### config.mk
export PLATFORM = sky130hd
export DESIGN_NAME = gpio_shift_rx
export DESIGN_NICKNAME = d
export VERILOG_FILES = /design/src/rtl/gpio_shift_rx_pkg.sv /design/src/rtl/gpio_shift_rx_sync.sv /design/src/rtl/gpio_shift_rx.sv
export SDC_FILE = /design/constraint.sdc
export NUM_CORES = 1
export LEC_CHECK = 0
export ABC_CLOCK_PERIOD_IN_PS = 1700
export CORE_MARGIN = 5
export CORE_UTILIZATION = 28
export CTS_BUF_LIST = sky130_fd_sc_hd__clkbuf_16
export DETAILED_ROUTE_END_ITERATION = 10
export GPL_ROUTABILITY_DRIVEN = 0
export SETUP_SLACK_MARGIN = 0.3
export SYNTH_ARGS = -nofsm -noshare
export SYNTH_HDL_FRONTEND = slang
export SYNTH_SLANG_ARGS = --single-unit
### constraint.sdc
create_clock -name clk -period 1.7 [get_ports clk]
set_input_delay 0.17 -clock clk [delete_from_list [all_inputs] [get_ports clk]]
set_output_delay 0.17 -clock clk [all_outputs]
set_load 0.005 [all_outputs]
### src/rtl/gpio_shift_rx_pkg.sv
// Shared types for the GPIO serial shift receiver: FSM state encoding,
// bit-order selector and the default partial-word timeout.
package gpio_shift_rx_pkg;

  typedef enum logic [1:0] {
    ST_IDLE   = 2'd0,
    ST_SHIFT  = 2'd1,
    ST_COMMIT = 2'd2
  } rx_state_e;

  typedef enum logic {
    ORDER_MSB_FIRST = 1'b0,
    ORDER_LSB_FIRST = 1'b1
  } bit_order_e;

  localparam int unsigned DEFAULT_TIMEOUT_CYCLES = 32'd4096;

endpackage

### src/rtl/gpio_shift_rx_sync.sv
// N-stage pad synchronizer with a rising-edge strobe on the synchronized level.
module gpio_shift_rx_sync #(
  parameter int STAGES = 2
) (
  input  logic clk,
  input  logic rst_n,
  input  logic d,
  output logic q,
  output logic rise
);

  logic [STAGES-1:0] chain;
  logic              prev;

  // Shift the pad level through the chain and remember the last synchronized value.
  always_ff @(posedge clk or negedge rst_n) begin
    if (!rst_n) begin
      chain <= {STAGES{1'b0}};
      prev  <= 1'b0;
    end else begin
      chain <= {chain[STAGES-2:0], d};
      prev  <= chain[STAGES-1];
    end
  end

  assign q    = chain[STAGES-1];
  assign rise = chain[STAGES-1] & ~prev;

endmodule

### src/rtl/gpio_shift_rx.sv
// Serial shift receiver for externally clocked GPIO bit streams.
// Optional partial-word timeout is built when GPIO_SHIFT_RX_TIMEOUT_EN is defined.
module gpio_shift_rx
  import gpio_shift_rx_pkg::*;
#(
  parameter int WIDTH          = 8,
  parameter int SYNC_STAGES    = 2,
  parameter int TIMEOUT_CYCLES = DEFAULT_TIMEOUT_CYCLES
) (
  input  logic                       clk,
  input  logic                       rst_n,
  input  logic                       sclk_i,
  input  logic                       sdata_i,
  input  logic                       frame_i,
  input  logic                       lsb_first_i,
  output logic [WIDTH-1:0]           data_o,
  output logic                       valid_o,
  input  logic                       ready_i,
  output logic                       overrun_o,
  input  logic                       clear_i,
  output logic [$clog2(WIDTH+1)-1:0] bit_cnt_o,
  output logic                       timeout_o
);

  localparam int CW = $clog2(WIDTH+1);
  localparam logic [CW-1:0] CNT_ZERO = CW'(0);
  localparam logic [CW-1:0] CNT_ONE  = CW'(1);
  localparam logic [CW-1:0] CNT_LAST = CW'(WIDTH-1);
  localparam logic [1:0] S_IDLE   = ST_IDLE;
  localparam logic [1:0] S_SHIFT  = ST_SHIFT;
  localparam logic [1:0] S_COMMIT = ST_COMMIT;

  logic             shift;
  logic             data_sync;
  logic             frame_sync;
  logic             sclk_level_unused;
  logic             data_rise_unused;
  logic             frame_rise_unused;
  logic [1:0]       state;
  logic [WIDTH-1:0] sr;
  logic [CW-1:0]    cnt;
  bit_order_e       order;
  logic             tmo_hit;
  logic             commit;
  logic             load;

  // Equal-depth synchronizers keep each data bit aligned with its clock edge.
  gpio_shift_rx_sync #(.STAGES(SYNC_STAGES)) u_sync_sclk (
    .clk(clk), .rst_n(rst_n), .d(sclk_i), .q(sclk_level_unused), .rise(shift)
  );
  gpio_shift_rx_sync #(.STAGES(SYNC_STAGES)) u_sync_data (
    .clk(clk), .rst_n(rst_n), .d(sdata_i), .q(data_sync), .rise(data_rise_unused)
  );
  gpio_shift_rx_sync #(.STAGES(SYNC_STAGES)) u_sync_frame (
    .clk(clk), .rst_n(rst_n), .d(frame_i), .q(frame_sync), .rise(frame_rise_unused)
  );

  function automatic logic [WIDTH-1:0] shift_in(input logic [WIDTH-1:0] cur,
                                                input logic d,
                                                input bit_order_e ord);
    if (ord == ORDER_LSB_FIRST) begin
      shift_in = {d, cur[WIDTH-1:1]};
    end else begin
      shift_in = {cur[WIDTH-2:0], d};
    end
  endfunction

`ifdef GPIO_SHIFT_RX_TIMEOUT_EN
  localparam int TW = $clog2(TIMEOUT_CYCLES+1);
  localparam logic [TW-1:0] TMO_LAST = TW'(TIMEOUT_CYCLES-1);
  localparam logic [TW-1:0] TMO_ZERO = TW'(0);
  localparam logic [TW-1:0] TMO_ONE  = TW'(1);
  logic [TW-1:0] tmo_cnt;

  assign tmo_hit = (state == S_SHIFT) && frame_sync && !shift &&
                   (cnt != CNT_ZERO) && (tmo_cnt == TMO_LAST);

  // Idle-cycle counter, restarted by every strobe and whenever no partial word is held.
  always_ff @(posedge clk or negedge rst_n) begin
    if (!rst_n) begin
      tmo_cnt <= TMO_ZERO;
    end else if ((state != S_SHIFT) || (cnt == CNT_ZERO) || shift || tmo_hit) begin
      tmo_cnt <= TMO_ZERO;
    end else begin
      tmo_cnt <= tmo_cnt + TMO_ONE;
    end
  end
`else
  localparam int unused_timeout_cycles = TIMEOUT_CYCLES;
  assign tmo_hit = 1'b0;
`endif

  // Receive FSM: assembles bits into sr and hands complete words to COMMIT.
  always_ff @(posedge clk or negedge rst_n) begin
    if (!rst_n) begin
      state <= S_IDLE;
      sr    <= {WIDTH{1'b0}};
      cnt   <= CNT_ZERO;
      order <= ORDER_MSB_FIRST;
    end else begin
      case (state)
        S_IDLE: begin
          sr  <= {WIDTH{1'b0}};
          cnt <= CNT_ZERO;
          if (frame_sync) begin
            state <= S_SHIFT;
            order <= bit_order_e'(lsb_first_i);
          end
        end
        S_SHIFT: begin
          if (!frame_sync) begin
            state <= S_IDLE;
            sr    <= {WIDTH{1'b0}};
            cnt   <= CNT_ZERO;
          end else if (shift) begin
            sr  <= shift_in(sr, data_sync, order);
            cnt <= cnt + CNT_ONE;
            if (cnt == CNT_LAST) begin
              state <= S_COMMIT;
            end
          end else if (tmo_hit) begin
            sr  <= {WIDTH{1'b0}};
            cnt <= CNT_ZERO;
          end
        end
        S_COMMIT: begin
          // A new word starts here, so the bit order is sampled again.
          order <= bit_order_e'(lsb_first_i);
          if (frame_sync) begin
            state <= S_SHIFT;
            if (shift) begin
              sr  <= shift_in(sr, data_sync, bit_order_e'(lsb_first_i));
              cnt <= CNT_ONE;
            end else begin
              cnt <= CNT_ZERO;
            end
          end else begin
            state <= S_IDLE;
            sr    <= {WIDTH{1'b0}};
            cnt   <= CNT_ZERO;
          end
        end
        default: begin
          state <= S_IDLE;
          sr    <= {WIDTH{1'b0}};
          cnt   <= CNT_ZERO;
        end
      endcase
    end
  end

  assign commit    = (state == S_COMMIT);
  assign load      = commit && (!valid_o || ready_i);
  assign bit_cnt_o = cnt;

  // One-deep output register, overrun flag and timeout pulse.
  always_ff @(posedge clk or negedge rst_n) begin
    if (!rst_n) begin
      data_o    <= {WIDTH{1'b0}};
      valid_o   <= 1'b0;
      overrun_o <= 1'b0;
      timeout_o <= 1'b0;
    end else begin
      if (load) begin
        data_o  <= sr;
        valid_o <= 1'b1;
      end else if (valid_o && ready_i) begin
        valid_o <= 1'b0;
      end
      if (clear_i) begin
        overrun_o <= 1'b0;
      end else if (commit && !load) begin
        overrun_o <= 1'b1;
      end
      timeout_o <= tmo_hit;
    end
  end

endmodule
==> reports/results.ini <==
[power_and_ir_drop]
leakage_uw=0.00101
power_density_nw_per_um2=1100
ir_drop_mv=0.471

[clocking]
ctsHoldBuffers=0
path_clk_slew_ns=0.05
root_buffer=clkbuf_16
cts_max_level=2
cts_tree=built
cts.sinks=32
insertion_delay_ns=0.27
numCtsBuffers=5
cts_buffer_depth=2

[synth]
syn_area_um2=1560
synth_cells=128
synth_top_cell_by_area=dfrtp_1
syn_area_per_cell_um2=12.2
netlist.area_leader.share=0.513
ys_ff_latch=32
yosys_warnings=0
synth_fp_nets=141
synth.area.top_cells=dfrtp_1 51%, mux2i_1 12%, mux2_2 6.5%
netlist-cell-type-count=34
yosysSeqAreaShare=0.513

[setup_path]
arrival_ns=1.66
cp.required_ns=1.85
critPathKind=register to register
critPathCaptureType=register
cp-start-kind=register
reg2reg_depth=5
cp_max_fo=3

[timing]
rsz0062_at_grt=yes
min_period_ns=1.51
post-route-period-util=0.888
slew_violations=0
fmax_mhz=662
skew_ns=0.00382
hold_viol=0
setup_ws_ns=0.190
finalSetupViolCount=0
finalSetupTns_ns=0

[finish]
nFillCells=540
final_core_util=0.404
multi_input_area_um2=818
seqCellArea_um2=805
finish.net_count=179
drive_gt1_frac=0.305
antenna_cells=0
areaGrowthSynthToFinish_pct=41.7

[floorplan]
core_um2=5470
die-height_um=84.7
die_w_um=84.7
dieArea_um2=7170
row_count=27
pin_count=23
start_util=0.285

[placed_design]
pre_cts_slack_ns=0.0893
port_buffers=21
dp_hpwl_um=2310

[drt]
drc_errors=0
dr.pass1.iters=4
wl_um=3620
ant_nets=0
vias_per_cell=4.95
drtIter0Drc=42
wire_per_inst_um=15.1
vias=1183

[min_path]
hold_path.class=primary input to asynchronous set/reset pin

[global_routing]
antenna_found_initial=0
overflow=0
grt_pass1_wl_um=6320
grt_usage=0.110
grt_pass1_vias=1295
grt_max_degree=33

[job]
maxCapViolCount=0

[outcome]
status=finished, final reports clean

[kinds of logic (layout without fill, tap and decap cells)]
logic type      Yosys count  count (layout)  synth area share
mux                      29              29             0.194
other cells               1               1           0.00240
flops                    32              32             0.513
buf+inv                   9              48            0.0321
fa+ha+maj                 5               5            0.0401
compound gates           28              28             0.131
simple gates             24              24            0.0874
[stage by stage]
step	cells	power, uW	hold slack (ns)	cell area, um^2
2_1_floorplan	128	1200	-0.126	1560
3_3_place_gp	217	1300	0.336	1850
3_5_place_dp	217	1320	0.336	1850
4_1_cts	235	2380	0.304	2140
5_1_grt	239	2550	0.329	2210
6_report	239	2440	0.296	2210
[Yosys cell counts, drive strengths merged]
cell,n
a21boi,1
a21oi,3
a22o,8
a2bb2oi,1
a31oi,2
and3b,1
buf,6
conb,1
dfrtp,32
ha,5
inv,3
mux2,10
mux2i,19
nand2,5
nand2b,3
nand3,4
nand3b,1
nand4,2
nor2,3
nor2b,3
nor3b,1
o211ai,1
o21a,1
o21ai,2
o22ai,8
o2bb2ai,1
or2b,1
[metal layers]
metal	part of all wire	track usage	vias up	wire (um)
li1	-	-	546	-
met1	0.43	0.123	605	1560
met2	0.51	0.190	26	1860
met3	0.045	0.0363	6	164
met4	0.012	0.0446	0	42
met5	0	0	-	0
[worst max-delay path: stages, from the launching register on]
cell and delay, ns:
dfrtp_1 0.40, inv_2 0.11, ha_4 0.14, or2b_1 0.26, a31oi_4 0.17, mux2_4 0.32
[registers in the layout (all words and copies together) (netlist names)]
signal	flops
valid_o	1
bit_cnt_o	4
u_sync_sclk.chain	2
u_sync_data.chain	2
u_sync_sclk.prev	1
order	1
state	2
sr	8
overrun_o	1
data_o	8
u_sync_frame.chain	2
[report_power, final]
group / leakage, uW / switching, uW / internal, uW
registers: 0.000422 / 87.6 / 807
logic: 0.000516 / 318 / 385
clock network: 0.0000710 / 309 / 531
[area by class of cell]
class	count	area share
inverters	3	0.00622
clock buffers	5	0.0565
repair buffers	37	0.157
flip-flops and latches	32	0.363
multi-input cells	87	0.370
well taps	72	0.0407
clock inverters	3	0.00622
[layout by cell type, fill, tap and decap left out, types with 2 or more instances in the layout]
cell             Yosys  final
nor2b_1              3      3
nor2_1               2      2
ha_4                 0      3
nand2b_1             3      3
dfrtp_2              0      3
mux2i_4              0      2
a22o_1               8      8
nand4_1              2      2
buf_4                1     14
a21oi_1              3      3
nand3_1              4      4
clkbuf_16            0      5
dfrtp_1             32     29
ha_1                 5      2
nand2_1              4      2
mux2_2               9      8
mux2i_1             19     17
mux2_4               0      2
clkinv_2             0      2
clkdlybuf4s50_1      0     19
o22ai_1              8      8
[final timing paths]
path | start | slack, ns | end
hold reg to reg | u_sync_frame.chain[0] | 0.35 | u_sync_frame.chain[1]
min in group clk | sdata_i | 0.33 | u_sync_data.chain[0]
setup / recovery | state[1] | 0.19 | state[0]
max in group asynchronous | rst_n | 1.08 | state[0]
setup reg to reg | state[1] | 0.19 | state[0]
hold / removal | rst_n | 0.30 | sr[3]
[timing repair]
| action | in CTS | in global routing |
|---|---|---|
| gates resized for setup | 19 | 9 |
| hold endpoints to repair | 0 | 0 |
| pin swaps | 2 | 1 |
| buffers inserted | 10 | 4 |
| setup endpoints to repair | 21 | 21 |
Power figures use the tool's default switching activity.
